$ cat config.mk
export PLATFORM = sky130hd
export DESIGN_NAME = irq_priority_ctrl
export DESIGN_NICKNAME = d
export VERILOG_FILES = /design/src/rtl/irq_pkg.sv /design/src/rtl/irq_prio_enc.sv /design/src/rtl/irq_priority_ctrl.sv
export SDC_FILE = /design/constraint.sdc
export NUM_CORES = 1
export LEC_CHECK = 0
export ABC_AREA = 1
export BUFFER_PORTS_ARGS = -buffer_cell sky130_fd_sc_hd__buf_4
export CORE_UTILIZATION = 40
export CTS_CLUSTER_SIZE = 16
export DETAILED_ROUTE_END_ITERATION = 12
export SYNTH_ARGS = -nofsm -noshare
export SYNTH_HDL_FRONTEND = slang
export SYNTH_SLANG_ARGS = --single-unit
$ cat constraint.sdc
create_clock -name Clk -period 2.43 [get_ports Clk]
set_clock_uncertainty 0.2 [all_clocks]
set_input_delay 0.729 -clock Clk [delete_from_list [all_inputs] [get_ports Clk]]
set_output_delay 0.729 -clock Clk [all_outputs]
set_load 0.02 [all_outputs]
$ cat src/rtl/irq_pkg.sv
// -----------------------------------------------------------------------------
// irq_pkg
// Shared constants for the interrupt front-end:
//   - default source count / index width
//   - FSM state encoding, also driven out on the controller's DbgState port
// The two nested-NMI states exist only when IRQ_NMI_NEST_EN is defined.
// -----------------------------------------------------------------------------
package irq_pkg;

    localparam int NUM_IRQ_DEF = 8;
    localparam int IDX_W_DEF   = 3;

    localparam int STATE_W = 3;
    typedef logic [STATE_W-1:0] irqState_t;

    localparam logic [STATE_W-1:0] ST_IDLE    = 3'd0;
    localparam logic [STATE_W-1:0] ST_REQ     = 3'd1;
    localparam logic [STATE_W-1:0] ST_SERVICE = 3'd2;
`ifdef IRQ_NMI_NEST_EN
    localparam logic [STATE_W-1:0] ST_NMI_REQ = 3'd3;
    localparam logic [STATE_W-1:0] ST_NMI_SVC = 3'd4;
`endif

endpackage

$ cat src/rtl/irq_prio_enc.sv
// -----------------------------------------------------------------------------
// irq_prio_enc
// Combinational fixed-priority encoder, lowest set index wins.
// Ports:
//   req   in  NUM_IRQ  request vector
//   valid out 1        any request bit set
//   idx   out IDX_W    index of the lowest set bit (0 when none)
// -----------------------------------------------------------------------------
module irq_prio_enc #(
    parameter int NUM_IRQ = 8,
    parameter int IDX_W   = 3
) (
    input  logic [NUM_IRQ-1:0] req,
    output logic               valid,
    output logic [IDX_W-1:0]   idx
);

    // Scan from the top down so the lowest set bit is the last one written.
    always_comb begin
        valid = |req;
        idx   = '0;
        for (int i = NUM_IRQ - 1; i >= 0; i--) begin
            if (req[i]) begin
                idx = IDX_W'(i);
            end
        end
    end

endmodule

$ cat src/rtl/irq_priority_ctrl.sv
// -----------------------------------------------------------------------------
// irq_priority_ctrl
// Interrupt front-end for the multicycle MIPS Controller: NUM_IRQ maskable
// edge-triggered sources plus one NMI, fixed priority (NMI, then lowest
// index), one request presented to the Controller at a time, and tracking of
// the in-service interrupt until Eret.
//
// Optional build macro: IRQ_NMI_NEST_EN -- allows one NMI to nest inside a
// maskable handler; the interrupted IrqId is restored on the NMI's Eret.
//
// Ports:
//   Clk            in   1        clock, rising edge
//   Rst_n          in   1        asynchronous active-low reset
//   INT            in   NUM_IRQ  maskable requests (rising edge -> Pending)
//   NMI            in   1        non-maskable request (rising edge -> pending)
//   INTD           in   1        global maskable disable from Controller
//   MaskWr         in   1        load MaskData into the mask register
//   MaskData       in   NUM_IRQ  new mask, 1 = masked
//   INA            in   1        interrupt acknowledge from Controller
//   Eret           in   1        handler return from Controller
//   isInterrupted  out  1        request to Controller
//   IrqId          out  IDX_W    requested / in-service source index
//   IsNmi          out  1        request / service is the NMI
//   InService      out  1        a handler is active
//   Pending        out  NUM_IRQ  pending-bit register
//   DbgState       out  STATE_W  current FSM state (irq_pkg encoding)
//
// Handshake: isInterrupted is the valid; INA is the ready. The request holds
// IrqId/IsNmi stable from the cycle isInterrupted rises until the clock edge
// where INA is sampled high. A maskable request may be withdrawn (valid drops
// without INA) if the source stops being eligible; an NMI request never is.
// -----------------------------------------------------------------------------
module irq_priority_ctrl
    import irq_pkg::*;
#(
    parameter int NUM_IRQ = NUM_IRQ_DEF,
    parameter int IDX_W   = IDX_W_DEF
) (
    input  logic               Clk,
    input  logic               Rst_n,
    input  logic [NUM_IRQ-1:0] INT,
    input  logic               NMI,
    input  logic               INTD,
    input  logic               MaskWr,
    input  logic [NUM_IRQ-1:0] MaskData,
    input  logic               INA,
    input  logic               Eret,
    output logic               isInterrupted,
    output logic [IDX_W-1:0]   IrqId,
    output logic               IsNmi,
    output logic               InService,
    output logic [NUM_IRQ-1:0] Pending,
    output logic [STATE_W-1:0] DbgState
);

    logic [STATE_W-1:0] state;
    logic [STATE_W-1:0] stateNext;

    logic [NUM_IRQ-1:0] intPrev;
    logic [NUM_IRQ-1:0] mask;
    logic [NUM_IRQ-1:0] intRise;
    logic [NUM_IRQ-1:0] eligible;
    logic [NUM_IRQ-1:0] pendClr;
    logic               nmiPrev;
    logic               nmiPend;
    logic               nmiRise;
    logic               nmiClr;

    logic               encValid;
    logic [IDX_W-1:0]   encIdx;
    logic [IDX_W-1:0]   idNext;
    logic               isNmiNext;

`ifdef IRQ_NMI_NEST_EN
    logic [IDX_W-1:0]   savedId;
    logic [IDX_W-1:0]   savedIdNext;
`endif

    // History registers reset to 0, so an input already high when reset
    // releases is seen as a rising edge on the first clock.
    assign intRise  = INT & ~intPrev;
    assign nmiRise  = NMI & ~nmiPrev;
    assign eligible = Pending & ~mask & {NUM_IRQ{~INTD}};

    irq_prio_enc #(
        .NUM_IRQ (NUM_IRQ),
        .IDX_W   (IDX_W)
    ) u_enc (
        .req   (eligible),
        .valid (encValid),
        .idx   (encIdx)
    );

    always_comb begin
        stateNext = state;
        idNext    = IrqId;
        isNmiNext = IsNmi;
        pendClr   = '0;
        nmiClr    = 1'b0;
`ifdef IRQ_NMI_NEST_EN
        savedIdNext = savedId;
`endif
        case (state)
            ST_IDLE: begin
                if (nmiPend) begin
                    stateNext = ST_REQ;
                    isNmiNext = 1'b1;
                    idNext    = '0;
                end else if (encValid) begin
                    stateNext = ST_REQ;
                    isNmiNext = 1'b0;
                    idNext    = encIdx;
                end
            end
            ST_REQ: begin
                // Target is frozen here; a late NMI waits for the next IDLE.
                if (INA) begin
                    stateNext = ST_SERVICE;
                    if (IsNmi) begin
                        nmiClr = 1'b1;
                    end else begin
                        pendClr[IrqId] = 1'b1;
                    end
                end else if (!IsNmi && !eligible[IrqId]) begin
                    stateNext = ST_IDLE;
                end
            end
            ST_SERVICE: begin
                if (Eret) begin
                    stateNext = ST_IDLE;
`ifdef IRQ_NMI_NEST_EN
                end else if (!IsNmi && nmiPend) begin
                    // Nested NMI: remember the maskable handler's id.
                    stateNext   = ST_NMI_REQ;
                    savedIdNext = IrqId;
                    isNmiNext   = 1'b1;
                    idNext      = '0;
`endif
                end
            end
`ifdef IRQ_NMI_NEST_EN
            // The maskable handler is suspended here, so its Eret cannot
            // arrive; Eret is only meaningful once the NMI is being served.
            ST_NMI_REQ: begin
                if (INA) begin
                    stateNext = ST_NMI_SVC;
                    nmiClr    = 1'b1;
                end
            end
            ST_NMI_SVC: begin
                if (Eret) begin
                    stateNext = ST_SERVICE;
                    isNmiNext = 1'b0;
                    idNext    = savedId;
                end
            end
`endif
            default: begin
                stateNext = ST_IDLE;
            end
        endcase
    end

    always_ff @(posedge Clk or negedge Rst_n) begin
        if (!Rst_n) begin
            state   <= ST_IDLE;
            IrqId   <= '0;
            IsNmi   <= 1'b0;
            Pending <= '0;
            mask    <= '0;
            intPrev <= '0;
            nmiPrev <= 1'b0;
            nmiPend <= 1'b0;
`ifdef IRQ_NMI_NEST_EN
            savedId <= '0;
`endif
        end else begin
            state   <= stateNext;
            IrqId   <= idNext;
            IsNmi   <= isNmiNext;
            intPrev <= INT;
            nmiPrev <= NMI;
            if (MaskWr) begin
                mask <= MaskData;
            end
            // Clear first, then set: a new edge beats a same-cycle INA clear.
            Pending <= (Pending & ~pendClr) | intRise;
            nmiPend <= (nmiPend & ~nmiClr) | nmiRise;
`ifdef IRQ_NMI_NEST_EN
            savedId <= savedIdNext;
`endif
        end
    end

`ifdef IRQ_NMI_NEST_EN
    assign isInterrupted = (state == ST_REQ) || (state == ST_NMI_REQ);
    assign InService     = (state == ST_SERVICE) || (state == ST_NMI_REQ) ||
                           (state == ST_NMI_SVC);
`else
    assign isInterrupted = (state == ST_REQ);
    assign InService     = (state == ST_SERVICE);
`endif

    assign DbgState = state;

endmodule

Yosys cells after proc, flatten, opt, wreduce, memory -nomap -nowiden

Index checks and enable logic that the tools add are counted.
W data, S select, Z words.

Output and inout port bits: 17
Word-level logic and storage cells: 66
Register bits: 33
Input bits: 23

Mux-type cells: 28
Bitwise gates (word level): 14
Reductions and logical operators: 9
Magnitude comparators: 2
Equality and inequality tests: 5

Operator list:

| operator             | number |
|---|---|
| $mux W3              | 15 |
| $and A8 B8 Y8        | 4 |
| $mux W8              | 3 |
| $not A8 Y8           | 3 |
| $pmux W3 S3          | 1 |
| $or A8 B8 Y8         | 1 |
| $reduce_or A8 Y1     | 1 |
| $mux W1              | 7 |
| $lt A3 B4 Y1 const B | 1 |
| $bmux W1 S3          | 1 |
| $demux W1 S3         | 1 |
| $eq A3 B1 Y1 const B | 1 |
| $eq A3 B2 Y1 const B | 1 |
| $ge A3 B1 Y1 const B | 1 |
| $logic_not A3 Y1     | 1 |
| $ne A3 B2 Y1 const B | 1 |
| $ne A3 B3 Y1 const B | 1 |
| $not A1 Y1           | 3 |
| $reduce_and A3 Y1    | 1 |
| $and A1 B1 Y1        | 2 |
| $logic_and A1 B1 Y1  | 2 |
| $logic_not A1 Y1     | 2 |
| $ne A2 B2 Y1 const B | 1 |
| $reduce_and A2 Y1    | 1 |
| other kinds (2)      | 2 |

Depth between registers and ports, before layout

Depth in word-level cells: 13
Gate-level depth with buffers: 10
Gate-level depth less buffers: 10

Cells and area by module

A second synthesis with hierarchy kept.

Cell total of the unflattened synthesis: 180
Area total of the unflattened synthesis: 1457.6 µm²

Modules (own cells, without submodules):

| module            | area each (µm²) | seq. area each (µm²) | cells an instance | times used |
|---|---|---|---|---|
| irq_priority_ctrl | 1358.8          | 800.8                | 158               | 1 |
| irq_prio_enc      | 98.8            | 0.0                  | 22                | 1 |

Worst setup path before layout

OpenSTA, ideal clock, no wires.

Kind: reg2out
Start: register state[1] (netlist: DbgState[1])
End: output InService
Required time: 1.501 ns
Buffers on the path: 0
Path slack: 0.614 ns
Cell stages (with the launch flop): 3
Data arrival time: 0.887 ns
Cell sequence: dfrtp_1 > inv_1 > nor2_1

Word-level cells in the longest chain between the ends: 1

Ends and longest elaborated chain:

| item                   | line                     | source |
|---|---|---|
| from (decl)            | irq_priority_ctrl.sv:56  | `logic [STATE_W-1:0] state;` |
| from (signal assigned) | irq_priority_ctrl.sv:178 | `state <= stateNext;` |
| $eq A3 B2 Y1           | irq_priority_ctrl.sv:201 | `assign InService = (state == ST_SERVICE);` |
| to (decl)              | irq_priority_ctrl.sv:51  | `output logic InService,` |

Every way passes these cells.

Worst setup path after layout

Start: register state[0] (netlist: DbgState[0])
End: output isInterrupted

Word-level cells in the longest chain between the ends: 1

Ends and longest elaborated chain:

| item         | line                     | source |
|---|---|---|
| $eq A3 B1 Y1 | irq_priority_ctrl.sv:200 | `assign isInterrupted = (state == ST_REQ);` |
| to (decl)    | irq_priority_ctrl.sv:48  | `output logic isInterrupted,` |

Every way passes these cells.

==> impl_metrics.csv <==
group,metric,value,unit
logic_synthesis,yosysTopAreaCell,"dfrtp_1",
global_route,gr-usage-all-layers,17.7,%
global_route,grt.met2_usage,28.3,%
global_route,grt-busiest-layer,"met2",
detailed_routing,drt_iter0_drc,59,
logic_synthesis,synth.area.top_cells,"dfrtp_1, nand2_1, o21ai_1",
logic_synthesis,yosysWarnings,0,
logic_synthesis,synth-compound-area-share,11.3,%
die,die_w,62.1,um
detailed_routing,dr_total_vias,1232,
logic_synthesis,synth-simple-area-share,24.4,%
placement,pre_cts_slack,0.541,ns
cts,cts_tree,"done",
critical_path,cp.required,1.50,ns
sta,period_share,84.7,%
logic_synthesis,synth_top_family_by_area,"simple AND/OR/NAND/NOR gates",
logic_synthesis,muxShareOfSynthArea,0.779,%
final_layout,fillerInstances,322,
placement,finalWeightedCongestion,0.931,
sta,grt_setup_unrepaired,"no",
logic_synthesis,synthDistinctLibCells,23,
detailed_routing,ant_nets,0,
die,start_util,42.6,%
cts,cts_resized,0,
cts,cts_max_level,2,
power,p_per_area,940,nW/um^2
outcome,status,"completed",
cts,cts_hold_buf,0,
global_route,grtUsageMet3,6.07,%
final_layout,fin_area,1820,um^2
die,die_y,62.1,um
global_route,grt_pass1_vias,1226,
die,row_count,21,
critical_path,end_kind,"output port",
logic_synthesis,synth_top_area_share,55.4,%
detailed_routing,via_per_inst,4.76,
logic_synthesis,synth_edf_count,0,
logic_synthesis,ys.flop_type,"dfrtp_1",
cts,post_cts_buffers,0,
logic_synthesis,synth_area,1450,um^2
global_route,grt-ovfl-total,0,
detailed_routing,wirelength,3.01,mm
critical_path,cp_num_buf_inv,2,
critical_path,cp_max_fo,6,
cts,cts-root-buf,"clkbuf_4",
global_route,use_met1,21.8,%
placement,placed_cell_area,1780,um^2
cts,clkLatencyLatePin,0.32,ns
critical_path,cp-start-kind,"flip-flop",
critical_path,path_delay_family,"flip-flops",
placement,dpl.hpwl,2.40,mm
sta,setup_viol,0,
logic_synthesis,synth_fp_nets,193,
placement,port-buffer-count,38,
cts,clkTransAtPathRegs,0.09,ns
detailed_routing,drt-pass1-iter-count,5,
die,io_pins,40,
die,dieArea,3860,um^2
power,p_leak,0.000919,uW
logic_synthesis,yosys.area_share.adder,0,%
sta,final_hold_viol_count,0,
power,vdd_drop_max,0.000395,V
logic_synthesis,synth-seq-cells,32,
logic_synthesis,synthArstFlopShare,100,%
sta,timing.hold.ws,0.119,ns
hold_path,hold_path_class,"in2async",
final_layout,fin_nets,236,
flow_run,drv_cap,0,
final_layout,n_antenna_cell,0,
final_layout,drive_gt1_share,28.2,%
logic_synthesis,synthCells,170,
logic_synthesis,yosysSeqAreaShare,55.4,%
global_route,antenna_found_initial,0,
die,coreArea,3390,um^2
critical_path,cp.arrival,1.13,ns
sta,slew_violations,0,
critical_path,crit_chain,"inv_1, nor2_2, buf_4",
critical_path,critPathKind,"reg2out",
detailed_routing,wl_per_cell,11.6,um
logic_synthesis,synthXorXnorAreaFrac,0,%
sta,fin_crit,2.06,ns
cts,cts_made_buffers,5,
critical_path,critical_path.max_stage_delay,0.45,ns
sta,fin_ws,0.372,ns
logic_synthesis,synth_area_per_cell,8.50,um^2
sta,fin_tns_setup,0,ns
critical_path,slowest_stage,"dfrtp_1",
cts,cts.sinks,32,
detailed_routing,drc,0,
global_route,grt_pass1_wl,5.31,mm
sta,clock.fmax,486,MHz
cts,cts_buffer_depth,2,
global_route,grt_max_degree,33,
final_layout,area_delta_synth_final,26.1,%
-- power breakdown --
part           switching [uW]  leakage [uW]  internal (uW)
sequential                111      0.000360            626
clock                     167     0.0000281            106
combinational             431      0.000531            272
-- cells in the mapped netlist, drive strengths merged (2+ instances only) --
cell   count
nand2     48
dfrtp     32
inv       27
o21ai     27
nand3     14
nor2      11
nor3       2
-- kinds of logic after synthesis --
family,after synthesis
buffers and inverters,29
AND/OR/NAND/NOR,76
multiplexers,1
flip-flops,32
other,1
AO/OA/AOI/OAI,31
-- layout by cell type (no fill, tap or decap) --
| cell type | Yosys | layout |
|---|---|---|
| nand2_2 | 4 | 4 |
| nand2_1 | 43 | 43 |
| mux2_2 | 1 | 1 |
| inv_2 | 2 | 2 |
| inv_1 | 25 | 25 |
| nor2_4 | 1 | 1 |
| clkbuf_4 | 0 | 5 |
| a31o_2 | 1 | 1 |
| nand2_4 | 1 | 1 |
| nor2_1 | 6 | 6 |
| o31ai_1 | 1 | 1 |
| nand4_1 | 1 | 1 |
| a21boi_0 | 1 | 1 |
| conb_1 | 1 | 1 |
| nor2_2 | 4 | 4 |
| a21oi_1 | 1 | 1 |
| o21ai_1 | 19 | 19 |
| o21ai_0 | 8 | 8 |
| buf_4 | 1 | 38 |
| dfrtp_1 | 32 | 32 |
| nand3_2 | 2 | 2 |
| nor3_1 | 2 | 2 |
| nand3_1 | 12 | 12 |
| clkinv_2 | 0 | 1 |
| clkbuf_1 | 1 | 1 |
-- path summary, 6_finish.rpt --
| path | from | endpoint | slack [ns] | cells after the start |
|---|---|---|---|---|
| worst max-delay path | DbgState[0] | isInterrupted | 0.37 | 3 |
| worst min-delay path | Rst_n | mask[3] | 0.12 | 1 |
| worst max register to register | IrqId[0] | DbgState[0] | 0.92 | 6 |
| worst min register to register | intPrev[7] | Pending[7] | 0.21 | 1 |
| max in group asynchronous | Rst_n | intPrev[5] | 1.61 | 1 |
| min in group Clk | intPrev[7] | Pending[7] | 0.21 | 1 |
-- state kept, by name, indices dropped and copies added, names as in the netlist --
name	count
DbgState	2
intPrev	8
IrqId	3
mask	8
nmiPend	1
IsNmi	1
nmiPrev	1
Pending	8
-- stage by stage --
stage	total power, uW	std cells	util (%)
finish	1710	259	53.8
global route	1840	259	53.8
CTS	1730	259	53.8
detailed placement	1460	252	52.4
global placement	1450	252	52.4
floorplan	1180	170	-
-- cell type report --
cell class              count  area, um^2  share of cell area, %
clock buffers               6        41.3                   2.26
clock inverters             1        5.00                  0.275
inverters                  27         101                   5.56
multi-input cells         109         532                   29.2
flip-flops and latches     32         801                   43.9
well taps                  46        57.6                   3.16
repair buffers             38         285                   15.6
-- per-layer routing --
layer / vias to the layer above / share of wire [%]
met5: - / 0
met4: 0 / 2.3
met3: 8 / 4.9
met2: 28 / 48
met1: 572 / 44
li1: 624 / -
Power figures use the tool's default switching activity.
